--- src/rtl/score_counter_if.sv ---
// score_counter_if
//   Groups the game-event inputs, the pixel position and the score/digit
//   outputs of score_counter into one bundle.
//   master : game logic / video timing side (drives events and i_hpos)
//   slave  : score_counter (drives score, high score and digit-select outputs)
//   Signals:
//     i_frame_tick, i_start, i_game_over  1-cycle event pulses
//     i_hpos [9:CONV]                     current horizontal pixel position
//     o_score, o_hiscore [15:0]           packed BCD {d3,d2,d1,d0}
//     o_running                           game in progress
//     o_num [3:0], o_cell, o_blank        digit under i_hpos, cell hit, leading-zero blank
interface score_counter_if #(
  parameter int CONV = 0
);
  logic            i_frame_tick;
  logic            i_start;
  logic            i_game_over;
  logic [9:CONV]   i_hpos;
  logic [15:0]     o_score;
  logic [15:0]     o_hiscore;
  logic            o_running;
  logic [3:0]      o_num;
  logic            o_cell;
  logic            o_blank;

  modport master (
    output i_frame_tick, i_start, i_game_over, i_hpos,
    input  o_score, o_hiscore, o_running, o_num, o_cell, o_blank
  );

  modport slave (
    input  i_frame_tick, i_start, i_game_over, i_hpos,
    output o_score, o_hiscore, o_running, o_num, o_cell, o_blank
  );
endinterface

--- src/rtl/score_counter.sv ---
// score_counter
//   Game-side producer of the score digits for the digit renderer. Keeps a
//   4-digit saturating BCD score advanced by frame ticks while running, a high
//   score captured at game over, and a registered per-pixel digit select.
//   Ports:
//     clk    system clock
//     rst_n  asynchronous active-low reset
//     bus    score_counter_if.slave (events, i_hpos in; score/digit outputs)
//
//   state | meaning
//   IDLE  | after reset, waiting for the first start
//   RUN   | game in progress, frame ticks advance the score
//   OVER  | game ended, score frozen until the next start
module score_counter #(
  parameter int CONV       = 0,
  parameter int FRAMES_PER = 6,
  parameter int X_BASE     = 28,
  parameter int PITCH      = 5
) (
  input  logic          clk,
  input  logic          rst_n,
  score_counter_if.slave bus
);

  localparam int HW  = 10 - CONV;
  localparam int FCW = (FRAMES_PER > 1) ? $clog2(FRAMES_PER) : 1;

  typedef enum logic [1:0] {IDLE = 2'd0, RUN = 2'd1, OVER = 2'd2} state_t;

  state_t          state, state_nxt;
  logic [15:0]     score_q, score_nxt;
  logic [15:0]     hi_q, hi_nxt;
  logic [FCW-1:0]  frame_q, frame_nxt;

  // Ripple BCD +1; caller guarantees the input is not 9999.
  function automatic logic [15:0] bcd_inc(input logic [15:0] v);
    logic [15:0] r;
    logic        carry;
    r     = v;
    carry = 1'b1;
    for (int i = 0; i < 4; i++) begin
      if (carry) begin
        if (v[4*i +: 4] == 4'd9) begin
          r[4*i +: 4] = 4'd0;
        end else begin
          r[4*i +: 4] = v[4*i +: 4] + 4'd1;
          carry       = 1'b0;
        end
      end
    end
    return r;
  endfunction

  always_ff @(posedge clk or negedge rst_n) begin
    if (!rst_n) begin
      state   <= IDLE;
      score_q <= 16'h0000;
      hi_q    <= 16'h0000;
      frame_q <= '0;
    end else begin
      state   <= state_nxt;
      score_q <= score_nxt;
      hi_q    <= hi_nxt;
      frame_q <= frame_nxt;
    end
  end

  always_comb begin
    state_nxt = state;
    score_nxt = score_q;
    hi_nxt    = hi_q;
    frame_nxt = frame_q;
    case (state)
      IDLE, OVER: begin
        if (bus.i_start) begin
          state_nxt = RUN;
          score_nxt = 16'h0000;
          frame_nxt = '0;
        end
      end
      RUN: begin
        if (bus.i_start) begin
          score_nxt = 16'h0000;
          frame_nxt = '0;
        end else if (bus.i_game_over) begin
          // Packed BCD orders the same as its binary value.
          state_nxt = OVER;
          if (score_q > hi_q) hi_nxt = score_q;
        end else if (bus.i_frame_tick) begin
          if (frame_q == FCW'(FRAMES_PER - 1)) begin
            frame_nxt = '0;
            if (score_q != 16'h9999) score_nxt = bcd_inc(score_q);
          end else begin
            frame_nxt = frame_q + 1'b1;
          end
        end
      end
      default: state_nxt = IDLE;
    endcase
  end

  // Digit select: rel wraps high left of X_BASE and falls out of range.
  logic [HW-1:0] rel, col;
  logic [1:0]    k;
  logic          in_rng, cell_d, lead_zero;
  logic [3:0]    sel;

  always_comb begin
    rel    = bus.i_hpos - HW'(X_BASE);
    k      = 2'd0;
    col    = rel;
    in_rng = 1'b1;
    if (rel < HW'(PITCH)) begin
      k   = 2'd0;
      col = rel;
    end else if (rel < HW'(2 * PITCH)) begin
      k   = 2'd1;
      col = rel - HW'(PITCH);
    end else if (rel < HW'(3 * PITCH)) begin
      k   = 2'd2;
      col = rel - HW'(2 * PITCH);
    end else if (rel < HW'(4 * PITCH)) begin
      k   = 2'd3;
      col = rel - HW'(3 * PITCH);
    end else begin
      in_rng = 1'b0;
    end
    cell_d = in_rng && (col < HW'(4));

    sel       = 4'd0;
    lead_zero = 1'b0;
    case (k)
      2'd0: begin sel = score_q[15:12]; lead_zero = (score_q[15:12] == 4'd0); end
      2'd1: begin sel = score_q[11:8];  lead_zero = (score_q[15:8]  == 8'd0); end
      2'd2: begin sel = score_q[7:4];   lead_zero = (score_q[15:4]  == 12'd0); end
      default: begin sel = score_q[3:0]; lead_zero = 1'b0; end
    endcase
  end

  logic [3:0] num_q;
  logic       cell_q, blank_q;

  always_ff @(posedge clk or negedge rst_n) begin
    if (!rst_n) begin
      num_q   <= 4'd0;
      cell_q  <= 1'b0;
      blank_q <= 1'b0;
    end else begin
      num_q   <= cell_d ? sel : 4'd0;
      cell_q  <= cell_d;
      blank_q <= cell_d && lead_zero;
    end
  end

  assign bus.o_score   = score_q;
  assign bus.o_hiscore = hi_q;
  assign bus.o_running = (state == RUN);
  assign bus.o_num     = num_q;
  assign bus.o_cell    = cell_q;
  assign bus.o_blank   = blank_q;

endmodule

--- src/flat_wrapper.sv ---
// flat-port wrapper written by rule: the top's interface ports become plain ports
module score_counter_flat 
#(
  parameter int CONV       = 0,
  parameter int FRAMES_PER = 6,
  parameter int X_BASE     = 28,
  parameter int PITCH      = 5
)
  (clk, rst_n, bus_i_frame_tick, bus_i_start, bus_i_game_over, bus_i_hpos, bus_o_score, bus_o_hiscore, bus_o_running, bus_o_num, bus_o_cell, bus_o_blank);
  score_counter_if #(.CONV(CONV)) bus_i ();
  input  logic clk;
  input  logic rst_n;
  input wire logic [$bits(bus_i.i_frame_tick)-1:0] bus_i_frame_tick;
  input wire logic [$bits(bus_i.i_start)-1:0] bus_i_start;
  input wire logic [$bits(bus_i.i_game_over)-1:0] bus_i_game_over;
  input wire logic [$bits(bus_i.i_hpos)-1:0] bus_i_hpos;
  output wire logic [$bits(bus_i.o_score)-1:0] bus_o_score;
  output wire logic [$bits(bus_i.o_hiscore)-1:0] bus_o_hiscore;
  output wire logic [$bits(bus_i.o_running)-1:0] bus_o_running;
  output wire logic [$bits(bus_i.o_num)-1:0] bus_o_num;
  output wire logic [$bits(bus_i.o_cell)-1:0] bus_o_cell;
  output wire logic [$bits(bus_i.o_blank)-1:0] bus_o_blank;
  assign bus_i.i_frame_tick = bus_i_frame_tick;
  assign bus_i.i_start = bus_i_start;
  assign bus_i.i_game_over = bus_i_game_over;
  assign bus_i.i_hpos = bus_i_hpos;
  assign bus_o_score = bus_i.o_score;
  assign bus_o_hiscore = bus_i.o_hiscore;
  assign bus_o_running = bus_i.o_running;
  assign bus_o_num = bus_i.o_num;
  assign bus_o_cell = bus_i.o_cell;
  assign bus_o_blank = bus_i.o_blank;
  score_counter #(.CONV(CONV), .FRAMES_PER(FRAMES_PER), .X_BASE(X_BASE), .PITCH(PITCH)) u_core (.clk(clk), .rst_n(rst_n), .bus(bus_i));
endmodule
--- config.mk ---
export PLATFORM = sky130hd
export DESIGN_NAME = score_counter_flat
export DESIGN_NICKNAME = d
export VERILOG_FILES = /design/src/rtl/score_counter_if.sv /design/src/rtl/score_counter.sv /design/src/flat_wrapper.sv
export SDC_FILE = /design/constraint.sdc
export NUM_CORES = 1
export LEC_CHECK = 0
export CAP_MARGIN = 15
export CORE_MARGIN = 2
export CORE_UTILIZATION = 40
export CTS_CLUSTER_SIZE = 16
export DETAILED_ROUTE_END_ITERATION = 12
export PLACE_DENSITY = 0.69
export SKIP_CTS_REPAIR_TIMING = 1
export SYNTH_ARGS = -nofsm -noshare
export SYNTH_HDL_FRONTEND = slang
export SYNTH_SLANG_ARGS = --single-unit
--- constraint.sdc ---
create_clock -name clk -period 3.5 [get_ports clk]
set_clock_uncertainty 0.2 [all_clocks]
set_input_delay 0.7 -clock clk [delete_from_list [all_inputs] [get_ports clk]]
set_output_delay 0.7 -clock clk [all_outputs]
set_load 0.05 [all_outputs]
==> flow_metrics.py <==
metrics = {
    "timing": {
        "hold_slack_ns": 0.328,
        "setup-violations-final": 0,
        "fin_crit_sh": 0.857,
        "number_of_max_slew_violations_in_the_final_report": 0,
        "fin_setup_tns_ns": 0,
        "timing.fmax_ghz": 0.333,
        "tightest_slew_ns": 0.976,
        "timing.slew.headroom": 0.350,
        "timing_hold_violations_final": 0,
        "post-route-worst-setup-slack_ns": 0.500,
        "rsz0062_at_grt": "false",
        "finalCriticalPeriod_ns": 3.00,
    },
    "pwr": {
        "power.share.switching": 0.361,
        "power_frac_seq": 0.405,
        "worst_ir_drop_vdd_v": 0.000164,
        "combinationalPowerShare": 0.330,
        "share_clk_of_total_power": 0.265,
        "power.internal_mw": 0.911,
        "power_leakage_nw": 1.81,
        "power_density_nw_per_um2": 348,
        "net-switching-power_mw": 0.515,
    },
    "setup_path": {
        "worst_setup_path_endpoint": "u_core.bus.o_num[3]$_DFF_PN0_",
        "critical_path.most_common_cell": "sky130_fd_sc_hd__and3_1",
        "crit_arrival_ns": 2.97,
        "critical_path.slowest_cell": "sky130_fd_sc_hd__clkdlybuf4s50_1",
        "setup.worst_path.class": "input pin to flop",
        "timing.critical_path.from_type": "input pin",
        "timing.critical_path.depth": 7,
        "timing.critical_path.from": "bus_i_hpos[4]",
        "cp_cell_sequence": "clkdlybuf4s50_1 > and3_1 > mux2_1 > o31ai_1 > and3_1 > a31o_4 > nor3_2",
        "worst-r2r-setup-slack_ns": 0.75,
        "cpLargestDelayFamily": "simple AND/OR/NAND/NOR gates",
        "slowest_delay_ns": 0.61,
        "critical_path.endpoint_type": "flop",
        "worst_r2r_endpoint": "u_core.bus.o_hiscore[2]$_DFFE_PN0P_",
        "crit_buf_inv": 1,
        "critPathRequiredTime_ns": 3.47,
        "worstReg2RegStart": "u_core.bus.o_score[9]$_DFFE_PN0P_",
        "worst_r2r_path_depth": 8,
        "worst-path-max-fanout": 8,
    },
    "synth": {
        "synthesis.instances": 369,
        "seq_area_frac_synth": 0.321,
        "post_synth_adder_cell_area": 0.131,
        "synth_edf_count": 0,
        "post_synth_and_or_nand_nor_area_fraction": 0.216,
        "synth_ff_type": "sky130_fd_sc_hd__dfrtp_1",
        "synth_seq_cells": 43,
        "synth_compound_area_frac": 0.206,
        "post_synthesis_xor_xnor_area_fraction": 0.0105,
        "syn-num-nets": 419,
        "proportion_of_synthesized_area_in_mux_cells": 0.0571,
        "syn_area_per_cell_um2": 9.08,
        "cell_area_after_synthesis_um2": 3350,
        "synth-async-reset-ratio": 1.00,
        "post_synth_num_cell_types": 66,
        "yosysWarnings": 0,
        "synth_top_family_by_area": "simple AND/OR/NAND/NOR gates",
    },
    "clocking": {
        "depth_of_the_cts_h_tree": 2,
        "clock_tree.buffer_depth": 2,
        "clockRootBuffer": "sky130_fd_sc_hd__clkbuf_8",
        "numClockSinks": 43,
        "clock_tree_from_tritoncts": "built",
        "clkTransAtPathRegs_ns": 0.08,
        "cts-buffers-inserted": 5,
        "clk_latency_ns": 0.30,
    },
    "drt": {
        "num_vias": 2952,
        "drt-pass1-iter-count": 4,
        "route.detailed.drc": 0,
        "avgViaCountPerCell": 5.59,
        "initialDrtViolationCount": 177,
        "routedWlPerCell_um": 15.5,
        "drt.antenna.violating_nets": 0,
        "finalWirelength_um": 8190,
    },
    "placed_design": {
        "placed_cells_incl_taps": 521,
        "dpl_wire_length_um": 6390,
        "gp_routability_congestion": 0.877,
        "port_buffers": 53,
        "dp_worst_setup_slack_ns": 0.222,
    },
    "grt": {
        "grt.busiest_layer": "met2",
        "grt_remaining_overflow": 0,
        "gr_util_met2": 0.333,
        "grt_max_degree": 44,
        "wire_length_of_the_first_global_routing_pass_um": 13900,
        "grt_use_met3": 0.0237,
        "grt_pass1_vias": 2836,
        "number_of_antenna_violations_at_the_first_check_in_global_routing": 0,
        "groute.layer.met1.usage": 0.249,
        "grt_use_total": 0.192,
    },
    "final_layout": {
        "antenna_cells_inserted": 0,
        "instances_no_fill": 528,
        "nets": 473,
        "share_of_layout_cells_above_drive_strength_1": 0.0780,
        "seqCellArea_um2": 1080,
        "area_occupied_by_multi_input_gates_um2": 2080,
        "area_growth_syn_to_layout_pct": 22.3,
        "fillerInstances": 764,
    },
    "floorplanning": {
        "core.rowCount": 33,
        "design.portCount": 54,
        "die_w_um": 95.5,
        "die_h_um": 95.5,
        "floorplan.die_area_um2": 9130,
        "floorplan.initialDensity": 0.410,
        "floorplan.core_area_um2": 8180,
    },
    "min_path": {
        "hold_path.class": "flop to flop",
    },
    "flow_run": {
        "drv.max_cap_violation_count": 0,
    },
    "run_status": {
        "outcome": "complete, no violations",
    },
}
[worst min path at each step]
stage	startpoint	depth (start not counted)	slack, ns	to
2_1_floorplan	rst_n	0	0.20	u_core.bus.o_blank$_DFF_PN0_
3_3_place_gp	u_core.bus.o_hiscore[10]$_DFFE_PN0P_	1	0.30	u_core.bus.o_hiscore[10]$_DFFE_PN0P_
3_5_place_dp	u_core.frame_q[2]$_DFFE_PN0P_	1	0.31	u_core.frame_q[2]$_DFFE_PN0P_
4_1_cts	u_core.frame_q[2]$_DFFE_PN0P_	1	0.33	u_core.frame_q[2]$_DFFE_PN0P_
5_1_grt	u_core.frame_q[2]$_DFFE_PN0P_	1	0.36	u_core.frame_q[2]$_DFFE_PN0P_
6_report	u_core.bus.o_hiscore[10]$_DFFE_PN0P_	1	0.33	u_core.bus.o_hiscore[10]$_DFFE_PN0P_
[cell type report]
cell class / instances / area share
clock inverters: 1 / 0.00732
clock buffers: 6 / 0.0177
repair buffers: 63 / 0.146
flip-flops and latches: 43 / 0.262
multi-input cells: 281 / 0.507
inverters: 29 / 0.0265
well taps: 105 / 0.0320
[per-stage QoR]
| step | utilization | instance area (um2) | power [mW] |
|---|---|---|---|
| 2_1_floorplan | - | 3350 | 0.893 |
| 3_3_place_gp | 0.489 | 4000 | 1.05 |
| 3_5_place_dp | 0.489 | 4000 | 1.06 |
| 4_1_cts | 0.502 | 4100 | 1.44 |
| 5_1_grt | 0.502 | 4100 | 1.52 |
| 6_report | 0.502 | 4100 | 1.43 |
[Yosys cell counts (6+ instances only)]
master	instances	area share
sky130_fd_sc_hd__nand4_1	7	0.013
sky130_fd_sc_hd__buf_2	6	0.0090
sky130_fd_sc_hd__o21ai_0	21	0.031
sky130_fd_sc_hd__a21oi_1	14	0.021
sky130_fd_sc_hd__mux2_1	9	0.030
sky130_fd_sc_hd__and2_1	6	0.011
sky130_fd_sc_hd__nor2_1	14	0.016
sky130_fd_sc_hd__a32o_1	6	0.018
sky130_fd_sc_hd__nand2b_1	6	0.011
sky130_fd_sc_hd__dfrtp_1	43	0.32
sky130_fd_sc_hd__inv_1	29	0.032
sky130_fd_sc_hd__clkbuf_1	7	0.0078
sky130_fd_sc_hd__o21ai_1	7	0.010
sky130_fd_sc_hd__nor3_1	7	0.010
sky130_fd_sc_hd__nor2b_1	8	0.015
sky130_fd_sc_hd__nand3_1	13	0.019
sky130_fd_sc_hd__nand2_1	33	0.037
sky130_fd_sc_hd__ha_1	35	0.13
sky130_fd_sc_hd__mux2i_1	9	0.027
[flip-flops by register name (all words and copies together), names as in the netlist]
register,cells
u_core.bus.o_blank,1
u_core.bus.o_cell,1
u_core.bus.o_hiscore,16
u_core.bus.o_num,4
u_core.bus.o_score,16
u_core.frame_q,3
u_core.state,2
[routing by layer]
| metal | up-vias | routed length [um] |
|---|---|---|
| met5 | - | 0 |
| met4 | 0 | 205 |
| met3 | 14 | 328 |
| met2 | 72 | 3990 |
| met1 | 1416 | 3660 |
| li1 | 1450 | - |
[worst reg2reg max path, delay by kind of cell (launching register included)]
family | cells | cell delay (ns)
flops | 1 | 0.47
compound gates | 4 | 0.93
simple gates | 1 | 0.17
fa+ha+maj | 1 | 0.33
mux | 1 | 0.34
buf+inv | 1 | 0.20
[logic make-up (layout without fill, tap and decap cells)]
group,count (synthesis),count (layout)
and+or+nand+nor,128,128
AOI/OAI and AO/OA,96,96
buffers and inverters,45,99
DFF,43,43
adders and majority gates,35,35
muxes,18,18
xor gates and xnor gates,4,4
[power by group through the flow]
stage          clock [mW]  combinational [mW]  sequential (mW)
2_1_floorplan           0               0.231            0.662
3_3_place_gp            0               0.462            0.587
3_5_place_dp            0               0.469            0.588
4_1_cts             0.387               0.472            0.578
5_1_grt             0.412               0.518            0.585
6_report            0.378               0.471            0.578
[layout by cell type (no fill, tap or decap), types with 3 or more instances in the layout]
| master | netlist | routed |
|---|---|---|
| sky130_fd_sc_hd__clkbuf_8 | 0 | 5 |
| sky130_fd_sc_hd__mux2i_1 | 9 | 9 |
| sky130_fd_sc_hd__a21oi_1 | 14 | 14 |
| sky130_fd_sc_hd__a211oi_1 | 3 | 3 |
| sky130_fd_sc_hd__a211o_1 | 3 | 3 |
| sky130_fd_sc_hd__ha_1 | 35 | 35 |
| sky130_fd_sc_hd__nor3_2 | 4 | 4 |
| sky130_fd_sc_hd__mux2_1 | 9 | 9 |
| sky130_fd_sc_hd__a22oi_1 | 5 | 5 |
| sky130_fd_sc_hd__a21o_1 | 3 | 3 |
| sky130_fd_sc_hd__nand4_1 | 7 | 7 |
| sky130_fd_sc_hd__clkdlybuf4s50_1 | 0 | 52 |
| sky130_fd_sc_hd__o21a_1 | 4 | 4 |
| sky130_fd_sc_hd__buf_4 | 1 | 10 |
| sky130_fd_sc_hd__o21ai_0 | 21 | 21 |
| sky130_fd_sc_hd__nor3_1 | 7 | 7 |
| sky130_fd_sc_hd__a22o_1 | 4 | 4 |
| sky130_fd_sc_hd__a31oi_1 | 3 | 3 |
| sky130_fd_sc_hd__nand3b_1 | 5 | 5 |
| sky130_fd_sc_hd__o21ai_1 | 7 | 7 |
| sky130_fd_sc_hd__and3_1 | 4 | 4 |
| sky130_fd_sc_hd__o211ai_1 | 3 | 3 |
| sky130_fd_sc_hd__o31ai_1 | 5 | 5 |
| sky130_fd_sc_hd__nor2b_1 | 8 | 8 |
| sky130_fd_sc_hd__nor2_1 | 14 | 14 |
| sky130_fd_sc_hd__and2_1 | 6 | 6 |
| sky130_fd_sc_hd__nand3_1 | 13 | 13 |
| sky130_fd_sc_hd__nand2_1 | 33 | 33 |
| sky130_fd_sc_hd__dfrtp_1 | 43 | 43 |
| sky130_fd_sc_hd__a32o_1 | 6 | 6 |
| sky130_fd_sc_hd__inv_1 | 29 | 29 |
| sky130_fd_sc_hd__nand2b_1 | 6 | 6 |
(Power assumes the default switching activity.)
